===== config.mk =====
export PLATFORM = sky130hd
export DESIGN_NAME = norm_round_mod
export DESIGN_NICKNAME = d
export VERILOG_FILES = /design/src/rtl/norm_round_mod.sv
export SDC_FILE = /design/constraint.sdc
export NUM_CORES = 1
export LEC_CHECK = 0
export BUFFER_PORTS_ARGS = -buffer_cell sky130_fd_sc_hd__buf_2
export CAP_MARGIN = 20
export CELL_PAD_IN_SITES_DETAIL_PLACEMENT = 1
export CELL_PAD_IN_SITES_GLOBAL_PLACEMENT = 1
export CORE_UTILIZATION = 44
export DETAILED_ROUTE_END_ITERATION = 10
export PLACE_DENSITY_LB_ADDON = 0.1
export SLEW_MARGIN = 0
export SYNTH_ARGS = -nofsm -noshare
export SYNTH_HDL_FRONTEND = slang
export SYNTH_SLANG_ARGS = --single-unit

===== constraint.sdc =====
create_clock -name clk -period 8 [get_ports clk]
set_input_delay 1.6 -clock clk [delete_from_list [all_inputs] [get_ports clk]]
set_output_delay 1.6 -clock clk [all_outputs]
set_load 0.01 [all_outputs]

===== src/rtl/norm_round_mod.sv =====
`default_nettype none
// ============================================================================
//  Module      : norm_round_mod
//  Description : Normalize / round / pack stage of the FP32 multiplier.
//                Takes the 48-bit mantissa product, the pre-biased exponent
//                sum and the result sign. Produces the packed IEEE-754
//                single-precision result with round-to-nearest-even and
//                overflow / underflow / inexact flags. There is no subnormal
//                support: underflow flushes to signed zero.
//                Two pipeline stages with a valid/ready handshake on both
//                sides. Runs at one beat per cycle and buffers up to two beats.
//  Ports       : clk, rst_n        - clock (rising edge), async active-low reset
//                in_valid/in_ready - input handshake
//                producto          - mantissa product, hidden bits included
//                exp_in            - signed exponent sum EA+EB-bias
//                sign_in           - result sign
//                out_valid/out_ready - output handshake
//                resultado         - packed {sign, exp, frac}
//                overflow, underflow, inexact - result flags
//  Revision    : 1.0 - initial release
// ============================================================================
module norm_round_mod #(
    parameter int EXP_W  = 8,
    parameter int FRAC_W = 23,
    parameter int EXP_IW = 10
) (
    input  logic                           clk,
    input  logic                           rst_n,
    input  logic                           in_valid,
    output logic                           in_ready,
    input  logic [2*(FRAC_W+1)-1:0]        producto,
    input  logic signed [EXP_IW-1:0]       exp_in,
    input  logic                           sign_in,
    output logic                           out_valid,
    input  logic                           out_ready,
    output logic [EXP_W+FRAC_W:0]          resultado,
    output logic                           overflow,
    output logic                           underflow,
    output logic                           inexact
);

    localparam int c_PW = 2 * (FRAC_W + 1);
    localparam int c_RW = 1 + EXP_W + FRAC_W;
    // Exponents are carried as (EXP_IW+1)-bit two's complement so that the
    // +1 from normalization and the +1 from rounding carry can never wrap.
    localparam logic [EXP_IW:0] c_ONE     = (EXP_IW+1)'(1);
    localparam logic [EXP_IW:0] c_EXP_MAX = (EXP_IW+1)'((1 << EXP_W) - 1);

    // ------------------------------------------------------------------
    // Handshake
    // ------------------------------------------------------------------
    logic r_s1_valid;
    logic r_s2_valid;
    logic w_s1_load;
    logic w_s2_load;

    assign w_s2_load = !r_s2_valid || out_ready;
    assign w_s1_load = !r_s1_valid || w_s2_load;
    assign in_ready  = w_s1_load;
    assign out_valid = r_s2_valid;

    // ------------------------------------------------------------------
    // Stage 1: normalize
    // ------------------------------------------------------------------
    logic [EXP_IW:0]   w_e_ext;
    logic [FRAC_W-1:0] w_n_mant;
    logic              w_n_g;
    logic              w_n_s;
    logic [EXP_IW:0]   w_n_exp;

    always_comb begin
        w_e_ext = {exp_in[EXP_IW-1], exp_in};
        if (producto[c_PW-1]) begin
            // Product in [2,4): drop one more bit and bump the exponent.
            w_n_mant = producto[c_PW-2 -: FRAC_W];
            w_n_g    = producto[c_PW-2-FRAC_W];
            w_n_s    = |producto[c_PW-3-FRAC_W:0];
            w_n_exp  = w_e_ext + c_ONE;
        end else begin
            w_n_mant = producto[c_PW-3 -: FRAC_W];
            w_n_g    = producto[c_PW-3-FRAC_W];
            w_n_s    = |producto[c_PW-4-FRAC_W:0];
            w_n_exp  = w_e_ext;
        end
    end

    logic              r_s1_sign;
    logic              r_s1_zero;
    logic [FRAC_W-1:0] r_s1_mant;
    logic              r_s1_g;
    logic              r_s1_s;
    logic [EXP_IW:0]   r_s1_exp;

    always_ff @(posedge clk or negedge rst_n) begin
        if (!rst_n) begin
            r_s1_valid <= 1'b0;
            r_s1_sign  <= 1'b0;
            r_s1_zero  <= 1'b0;
            r_s1_mant  <= '0;
            r_s1_g     <= 1'b0;
            r_s1_s     <= 1'b0;
            r_s1_exp   <= '0;
        end else if (w_s1_load) begin
            r_s1_valid <= in_valid;
            if (in_valid) begin
                r_s1_sign <= sign_in;
                r_s1_zero <= (producto == '0);
                r_s1_mant <= w_n_mant;
                r_s1_g    <= w_n_g;
                r_s1_s    <= w_n_s;
                r_s1_exp  <= w_n_exp;
            end
        end
    end

    // ------------------------------------------------------------------
    // Stage 2: round to nearest even, range check, pack
    // ------------------------------------------------------------------
    logic              w_round_up;
    logic [FRAC_W:0]   w_mant_inc;
    logic [EXP_IW:0]   w_e_rnd;
    logic              w_ovf_rng;
    logic              w_unf_rng;
    logic [c_RW-1:0]   w_res;
    logic              w_ovf;
    logic              w_unf;
    logic              w_inx;

    always_comb begin
        w_round_up = r_s1_g && (r_s1_s || r_s1_mant[0]);
        // Carry out of the fraction means it was all ones: fraction wraps to
        // zero and the exponent absorbs the carry.
        w_mant_inc = {1'b0, r_s1_mant} + {{FRAC_W{1'b0}}, w_round_up};
        w_e_rnd    = r_s1_exp + {{EXP_IW{1'b0}}, w_mant_inc[FRAC_W]};
        w_ovf_rng  = !w_e_rnd[EXP_IW] && (w_e_rnd >= c_EXP_MAX);
        w_unf_rng  = w_e_rnd[EXP_IW] || (w_e_rnd == '0);

        w_res = {r_s1_sign, {(c_RW-1){1'b0}}};
        w_ovf = 1'b0;
        w_unf = 1'b0;
        w_inx = 1'b0;
        if (r_s1_zero) begin
            // Exact zero product: signed zero, no flags.
        end else if (w_ovf_rng) begin
            w_res = {r_s1_sign, {EXP_W{1'b1}}, {FRAC_W{1'b0}}};
            w_ovf = 1'b1;
            w_inx = 1'b1;
        end else if (w_unf_rng) begin
            w_unf = 1'b1;
            w_inx = 1'b1;
        end else begin
            w_res = {r_s1_sign, w_e_rnd[EXP_W-1:0], w_mant_inc[FRAC_W-1:0]};
            w_inx = r_s1_g || r_s1_s;
        end
    end

    logic [c_RW-1:0] r_res;
    logic            r_ovf;
    logic            r_unf;
    logic            r_inx;

    always_ff @(posedge clk or negedge rst_n) begin
        if (!rst_n) begin
            r_s2_valid <= 1'b0;
            r_res      <= '0;
            r_ovf      <= 1'b0;
            r_unf      <= 1'b0;
            r_inx      <= 1'b0;
        end else if (w_s2_load) begin
            r_s2_valid <= r_s1_valid;
            if (r_s1_valid) begin
                r_res <= w_res;
                r_ovf <= w_ovf;
                r_unf <= w_unf;
                r_inx <= w_inx;
            end
        end
    end

    assign resultado = r_res;
    assign overflow  = r_ovf;
    assign underflow = r_unf;
    assign inexact   = r_inx;

endmodule
`default_nettype wire


# Word-level counts from Yosys, hierarchy flattened
# Cells that the tools add are included.
# word_totals
reg_bits	75
wordCells	47
# op_classes
mux	15
n_reduce_logical	16
n_lt_le_gt_ge	1
addsub	3
# ops
op	n
$mux 31	3
$logic_not 48->1	1
$add 23x1->24	1
$mux 23	1
$reduce_or 23->1	1
$reduce_or 22->1	1
$add 10x2->11 const B	1
$add 11x1->11	1
$ge 11x8->1 const B	1
$logic_not 11->1	1
$mux 11	1
$mux 1	10
$logic_or 1x1->1	5
$reduce_and 2->1	2
$logic_not 1->1	3
$logic_and 1x1->1	2

# Longest topological paths before layout
# Gate-level depths: netlist of run 1.
# logic_depth
depth_word	9
mapped_depth	13

# Least setup slack after synthesis of run 1
# OpenSTA, ideal clock, no wires.
# synth_timing
path_kind	input-to-output
start	input out_ready
end	output in_ready
required_ps	6400
path_stages	1
path_slack_ps	4571
arrival_time_ps	1829
n_path_buf	0
cell_sequence	nand3b_1
# synth_via
elab_chain_cells	2
# synth_lines
element	line	text
start: declaration	35	input logic out_ready,
$logic_or 1x1->1	57	assign w_s2_load = !r_s2_valid || out_ready;
$logic_or 1x1->1	58	assign w_s1_load = !r_s1_valid || w_s2_load;
end: declaration	30	output logic in_ready,
# Every way passes these cells.

# Worst setup path after layout of run 1
# layout_timing
start	register r_s1_g
end	register r_res[2], in the netlist resultado[2]
# layout_via
elab_chain_cells	8
# layout_lines
element	line	text
start: declaration	90	logic r_s1_g;
start signal: assignment	109	r_s1_g <= w_n_g;
$logic_and 1x1->1 (*)	130	w_round_up = r_s1_g && (r_s1_s || r_s1_mant[0]);
$add 23x1->24 (*)	133	w_mant_inc = {1'b0, r_s1_mant} + {{FRAC_W{1'b0}}, w_round_up};
branches (longest 4 deep; another with $add 11x1->11)	--	
$mux 31 (*)	144	end else if (w_ovf_rng) begin
$mux 31 (*)	142	if (r_s1_zero) begin
end signal: assignment	172	r_res <= w_res;
end: declaration	157	logic [c_RW-1:0] r_res;
# Mark *: on every way between the ends.
# A chain may end at the register's enable or synchronous reset.

==> summary.txt, run 1 <==
status -> finished clean
Syn Inst Count -> 427
register bit total from synthesis -> 75
YS warnings -> 0
unrepaired setup endpoints after global routing -> no
Fin Setup TNS -> 0 ns
fin. max-slew vios -> 0
die width -> 100 µm
WL final -> 10,400 µm
layout cells sized above 1 -> 0.304
FF-to-FF setup slack -> 3.83 ns
clock slew at reported path FFs -> 0.08 ns
gr ovfl total -> 0
worst reg-to-reg path cell count -> 12
RR Endpoint -> resultado[2]$_DFFE_PN0P_
TritonCTS Buffers -> 9
# rows -> 35
DRC viols -> 0
Via Count -> 3,469
drt via density -> 5.32
Critical Path, Cell by Cell -> o21a_1 > ha_1 > nand2_1 > nor4_1 > and4_1 > ha_1 > ha_1 > and4_2 > nor3_1 > or4_1 > o21ai_4 > o31ai_1
HP Start -> resultado[23]$_DFFE_PN0P_
startpoint types -> flip-flop
Worst Setup SP -> r_s1_g$_DFFE_PN0P_
Starting Density -> 0.457
Final min period -> 4.17 ns
share of the synthesized area in the top cell type -> 0.441
Unique masters post-synth -> 51
Final Setup Violations -> 0
worst hold path cell count -> 2
clock net sink count -> 75
Max Clk Rate -> 0.240 GHz
Critical Path Max Stage Delay -> 0.80 ns
clk buf depth -> 2
Routed Antenna Nets -> 0
H-tree Lvls -> 3
Reg2Reg Launch Point -> r_s1_g$_DFFE_PN0P_
Setup Slack @ Placement -> 3.86 ns
sequential fraction of the synthesis area -> 0.441
ranking of synthesized cells by area -> dfrtp_1 (44%), nand2_1 (7.1%), mux2i_1 (5.9%), o31ai_2 (5.0%), o21ai_0 (4.3%)
CORE AREA -> 9330 µm²
clock root buffer -> clkbuf_8
VDD IR-drop max -> 0.100 mV
PwrDens -> 211 nW/µm²
Resized Gates After CTS -> 0
crit end category -> flip-flop
Synth Area per Inst -> 9.98 µm²
WL per Instance -> 16.0 µm
MaxCap Viol Count -> 0
GRT Overall Usage -> 0.218
Hold-fix buffers, CTS -> 0
Skew-Pair Late Insertion Delay -> 0.35 ns
vias in the first global route -> 3,393
CP max stage cell -> o21ai_4
die area -> 10,100 µm²
largest net degree at the start of global routing -> 76
ys flop type -> dfrtp_1
WP data arrival -> 4.36 ns
first-pass GRT wire length -> 17,000 µm
CP required -> 8.19 ns
fin nets -> 586
CTS tree -> built
Worst Max-Slew Pin Slew -> 0.967 ns
drt pass-1 iters -> 4
DRT iter0 DRCs -> 88
Fin. Hold Viols -> 0
Area Overhead vs Synth -> 18.4%
Slew HR -> 0.353
top-count cell post-synth -> nand2_1
Setup Skew -> 0.00996 ns
gpl congestion -> 0.870
fin crit share -> 0.521
CP Class -> flip-flop to flip-flop
chip height -> 100 µm
DP HPWL -> 8070 µm
n_diodes -> 0
Commonest cells post-synth -> nand2_1 (81), dfrtp_1 (75), o21ai_0 (37)
type of the worst min-delay path -> flip-flop to flip-flop
post-synthesis async set-or-reset flop share -> 1.00
Yosys top cell by area -> dfrtp_1
hold endpoint -> resultado[23]$_DFFE_PN0P_
Final Worst Setup Slack -> 3.83 ns
initial antenna violation count -> 0
LEAKAGE -> 2.28 nW
Most common cell on crit path -> ha_1
I/O Buffers -> 99
Mapped Area -> 4260 µm²
setup repair bufs after CTS -> 0
num ports -> 100
Syn Nets -> 495
CP Max Fanout -> 24
EDFF count, synth -> 0
==> through the flow <==
step                power, W  utilization  instance area (µm²)  hold WS, ns  instances
floorplan           0.000647            -                 4260        0.456        427
detailed placement  0.000743        0.515                 4800        0.468        635
CTS                  0.00107        0.539                 5030        0.486        651
global route         0.00112        0.541                 5050        0.503        652
finish               0.00106        0.541                 5050        0.480        652
global placement    0.000730        0.515                 4800        0.445        635
==> registers in the layout, indices dropped and copies added, names as in the netlist <==
name,flops
r_s1_sign,1
r_s1_exp,11
inexact,1
underflow,1
r_s1_valid,1
r_s1_g,1
overflow,1
r_s1_mant,23
r_s1_zero,1
r_s1_s,1
resultado,32
out_valid,1
==> worst max-delay path: cells and delay by family (launching register included) <==
kind,cells,cell delay [ns]
flops,1,0.39
simple gates,6,1.84
fa+ha+maj,3,0.67
compound gates,3,1.13
==> power by group <==
part	switching (W)	internal, W	total (W)
registers	0.0000584	0.000435	0.000493
logic	0.000141	0.000101	0.000242
clock network	0.000138	0.000191	0.000329
==> cell usage in the layout (no fill, tap or decap), types with 3 or more instances in the layout <==
master    count
nand3_1      19
nand4_1      11
mux2i_1      25
and3_1        3
buf_2        99
o31ai_4       3
o31ai_1       5
xor2_1       21
mux2_2        3
nor4_1       16
clkbuf_8     11
nor3_1        5
dfrtp_1      75
xnor2_1      16
o31ai_2      17
o21ai_0      37
inv_1         6
nor2_1       15
ha_1          5
clkinv_2      3
a22o_2        7
nand2_1      80
a21oi_1       3
==> worst max-delay path by stage <==
| stage | endpoint | slack [ns] | cells after the start |
|---|---|---|---|
| finish | resultado[2]$_DFFE_PN0P_ | 3.83 | 12 |
| global route | resultado[2]$_DFFE_PN0P_ | 3.49 | 12 |
| CTS | resultado[2]$_DFFE_PN0P_ | 3.83 | 12 |
| detailed placement | resultado[2]$_DFFE_PN0P_ | 3.86 | 12 |
| global placement | resultado[4]$_DFFE_PN0P_ | 3.97 | 12 |
| floorplan | in_ready | 4.57 | 1 |
==> cells by family after synthesis <==
logic type / count (synthesis) / synth area share
AOI/OAI and AO/OA: 85 / 0.166
muxes: 28 / 0.0667
DFF: 75 / 0.441
and+or+nand+nor: 169 / 0.199
buffers and inverters: 28 / 0.0370
adders and majority gates: 5 / 0.0147
xor gates and xnor gates: 37 / 0.0761
==> metal layers <==
layer	wire, µm	part of all wire	global-route usage	up-vias
met5	0	0	0	-
met4	146	0.014	0.0647	0
met3	370	0.035	0.0397	11
met2	4470	0.43	0.321	92
met1	5440	0.52	0.325	1651
li1	-	-	-	1715
==> layout make-up <==
class / count / area [µm²]
fill: 1094 / 4280
multi-input combinational: 324 / 2230
sequential: 75 / 1880
timing repair buffer: 102 / 531
tap: 129 / 161
clock buffer: 11 / 151
clock inverter: 5 / 75.1
inverter: 6 / 22.5
(Power assumes the default switching activity.)
==> inputs of run 2 (changes only) <==
--- a/config.mk
+++ b/config.mk
@@ -9,7 +9,7 @@
 export CAP_MARGIN = 20
 export CELL_PAD_IN_SITES_DETAIL_PLACEMENT = 1
 export CELL_PAD_IN_SITES_GLOBAL_PLACEMENT = 1
-export CORE_UTILIZATION = 44
+export CORE_UTILIZATION = 37
 export DETAILED_ROUTE_END_ITERATION = 10
 export PLACE_DENSITY_LB_ADDON = 0.1
 export SLEW_MARGIN = 0
==> constraint.sdc (replaced) <==
create_clock -name clk -period 3.45 [get_ports clk]
set_input_delay 0.69 -clock clk [delete_from_list [all_inputs] [get_ports clk]]
set_output_delay 0.69 -clock clk [all_outputs]
set_load 0.01 [all_outputs]
==> summary.txt, run 2 (synthesis results as in run 1) <==
status -> finished clean
Final min period -> 3.21 ns
Worst Max-Slew Pin Slew -> 0.763 ns
num ports -> 100
MaxCap Viol Count -> 0
initial antenna violation count -> 0
Largest delay share family, worst path -> simple AND/OR/NAND/NOR gates
die area -> 11,900 µm²
TritonCTS Buffers -> 9
Fin. Hold Viols -> 0
Critical Path Max Stage Delay -> 0.48 ns
Starting Density -> 0.386
GRT Overall Usage -> 0.191
CP Max Fanout -> 24
Hold-fix buffers, CTS -> 0
CORE AREA -> 11,000 µm²
WHS -> 0.430 ns
DRT iter0 DRCs -> 105
Critical Path, Cell by Cell -> o21a_1 > ha_1 > nand2_1 > nor4_2 > and4_1 > ha_1 > ha_4 > and4_2 > nor3_1 > or4_1 > o21ai_4 > buf_12 > o31ai_1
I/O Buffers -> 99
max reg flops -> 32
most frequent cells in the layout -> buf_2 (99), nand2_1 (80), dfrtp_1 (75)
# rows -> 38
most common cell after layout, fill and taps aside -> buf_2
fin crit share -> 0.929
layout cells sized above 1 -> 0.321
VDD IR-drop max -> 0.242 mV
PwrDens -> 511 nW/µm²
type of the worst min-delay path -> input port to async pin
Most common cell on crit path -> ha_1
CTS tree -> built
DP HPWL -> 8480 µm
grt peak-use layer -> met1
CP max stage cell -> or4_1
Via Count -> 3,475
startpoint types -> flip-flop
Routed Antenna Nets -> 0
fin nets -> 595
DRC viols -> 0
Reg area -> 1880 µm²
clock root buffer -> clkbuf_16
fin. max-slew vios -> 0
WL final -> 10,700 µm
n_diodes -> 0
met1 global-route usage -> 0.284
Multi-input gate area -> 2260 µm²
WP data arrival -> 3.42 ns
setup repair bufs after CTS -> 0
Final Util -> 0.477
Area Overhead vs Synth -> 23.5%
WL per Instance -> 15.9 µm
drt via density -> 5.17
clock net sink count -> 75
H-tree Lvls -> 3
worst path bufs/invs -> 1
Slew HR -> 0.492
die width -> 109 µm
drt pass-1 iters -> 4
CP Class -> flip-flop to flip-flop
CP required -> 3.66 ns
clk buf depth -> 2
crit end category -> flip-flop
chip height -> 109 µm
vias in the first global route -> 3,429
Setup Skew -> 0.00361 ns
gpl congestion -> 0.865
Max Clk Rate -> 0.312 GHz
clock slew at reported path FFs -> 0.05 ns
Fillers -> 1,306
Skew-Pair Late Insertion Delay -> 0.34 ns
gr ovfl total -> 0
GR met2 Demand/Resource -> 0.272
first-pass GRT wire length -> 17,400 µm
largest net degree at the start of global routing -> 43
Final Setup Violations -> 0
met3 usage -> 0.0314
LEAKAGE -> 2.36 nW
Resized Gates After CTS -> 0
-- run 2: routing by layer --
layer | up-vias | part of all wire | routed length [µm]
met5 | - | 0 | 0
met3 | 16 | 0.042 | 453
met2 | 95 | 0.41 | 4420
li1 | 1744 | - | -
met4 | 0 | 0.018 | 197
met1 | 1620 | 0.53 | 5640
-- run 2: final cells by class --
cell class | instances | area share
flip-flops and latches | 75 | 0.357
well taps | 140 | 0.0333
repair buffers | 111 | 0.116
inverters | 6 | 0.00428
clock buffers | 12 | 0.0507
clock inverters | 4 | 0.00904
multi-input cells | 324 | 0.430
-- run 2: path summary, 6_finish.rpt --
path | startpoint | end | slack (ns) | cells after the start
worst max-delay path | r_s1_g$_DFFE_PN0P_ | resultado[3]$_DFFE_PN0P_ | 0.24 | 13
worst min-delay path | rst_n | resultado[28]$_DFFE_PN0P_ | 0.43 | 1
worst max register to register | r_s1_g$_DFFE_PN0P_ | resultado[3]$_DFFE_PN0P_ | 0.24 | 13
worst min register to register | resultado[26]$_DFFE_PN0P_ | resultado[26]$_DFFE_PN0P_ | 0.46 | 2
max in group asynchronous | rst_n | r_s1_mant[11]$_DFFE_PN0P_ | 2.35 | 2
min in group clk | resultado[26]$_DFFE_PN0P_ | resultado[26]$_DFFE_PN0P_ | 0.46 | 2
-- run 2: power by group --
| part | internal [W] | switching [W] |
|---|---|---|
| clock | 0.000616 | 0.000347 |
| combinational | 0.000252 | 0.000331 |
| sequential | 0.00101 | 0.000131 |
-- run 2: stage by stage --
stage          std cells  instance area [µm²]  TNS, ns  total power (W)  setup slack (ns)
6_report             672                 5260        0          0.00269             0.244
5_1_grt              672                 5260  -0.0175          0.00283          -0.00601
4_1_cts              672                 5230        0          0.00271            0.0923
3_5_place_dp         656                 4910        0          0.00174             0.101
3_3_place_gp         656                 4910        0          0.00172             0.204
2_1_floorplan        427                 4260        0          0.00150             0.170
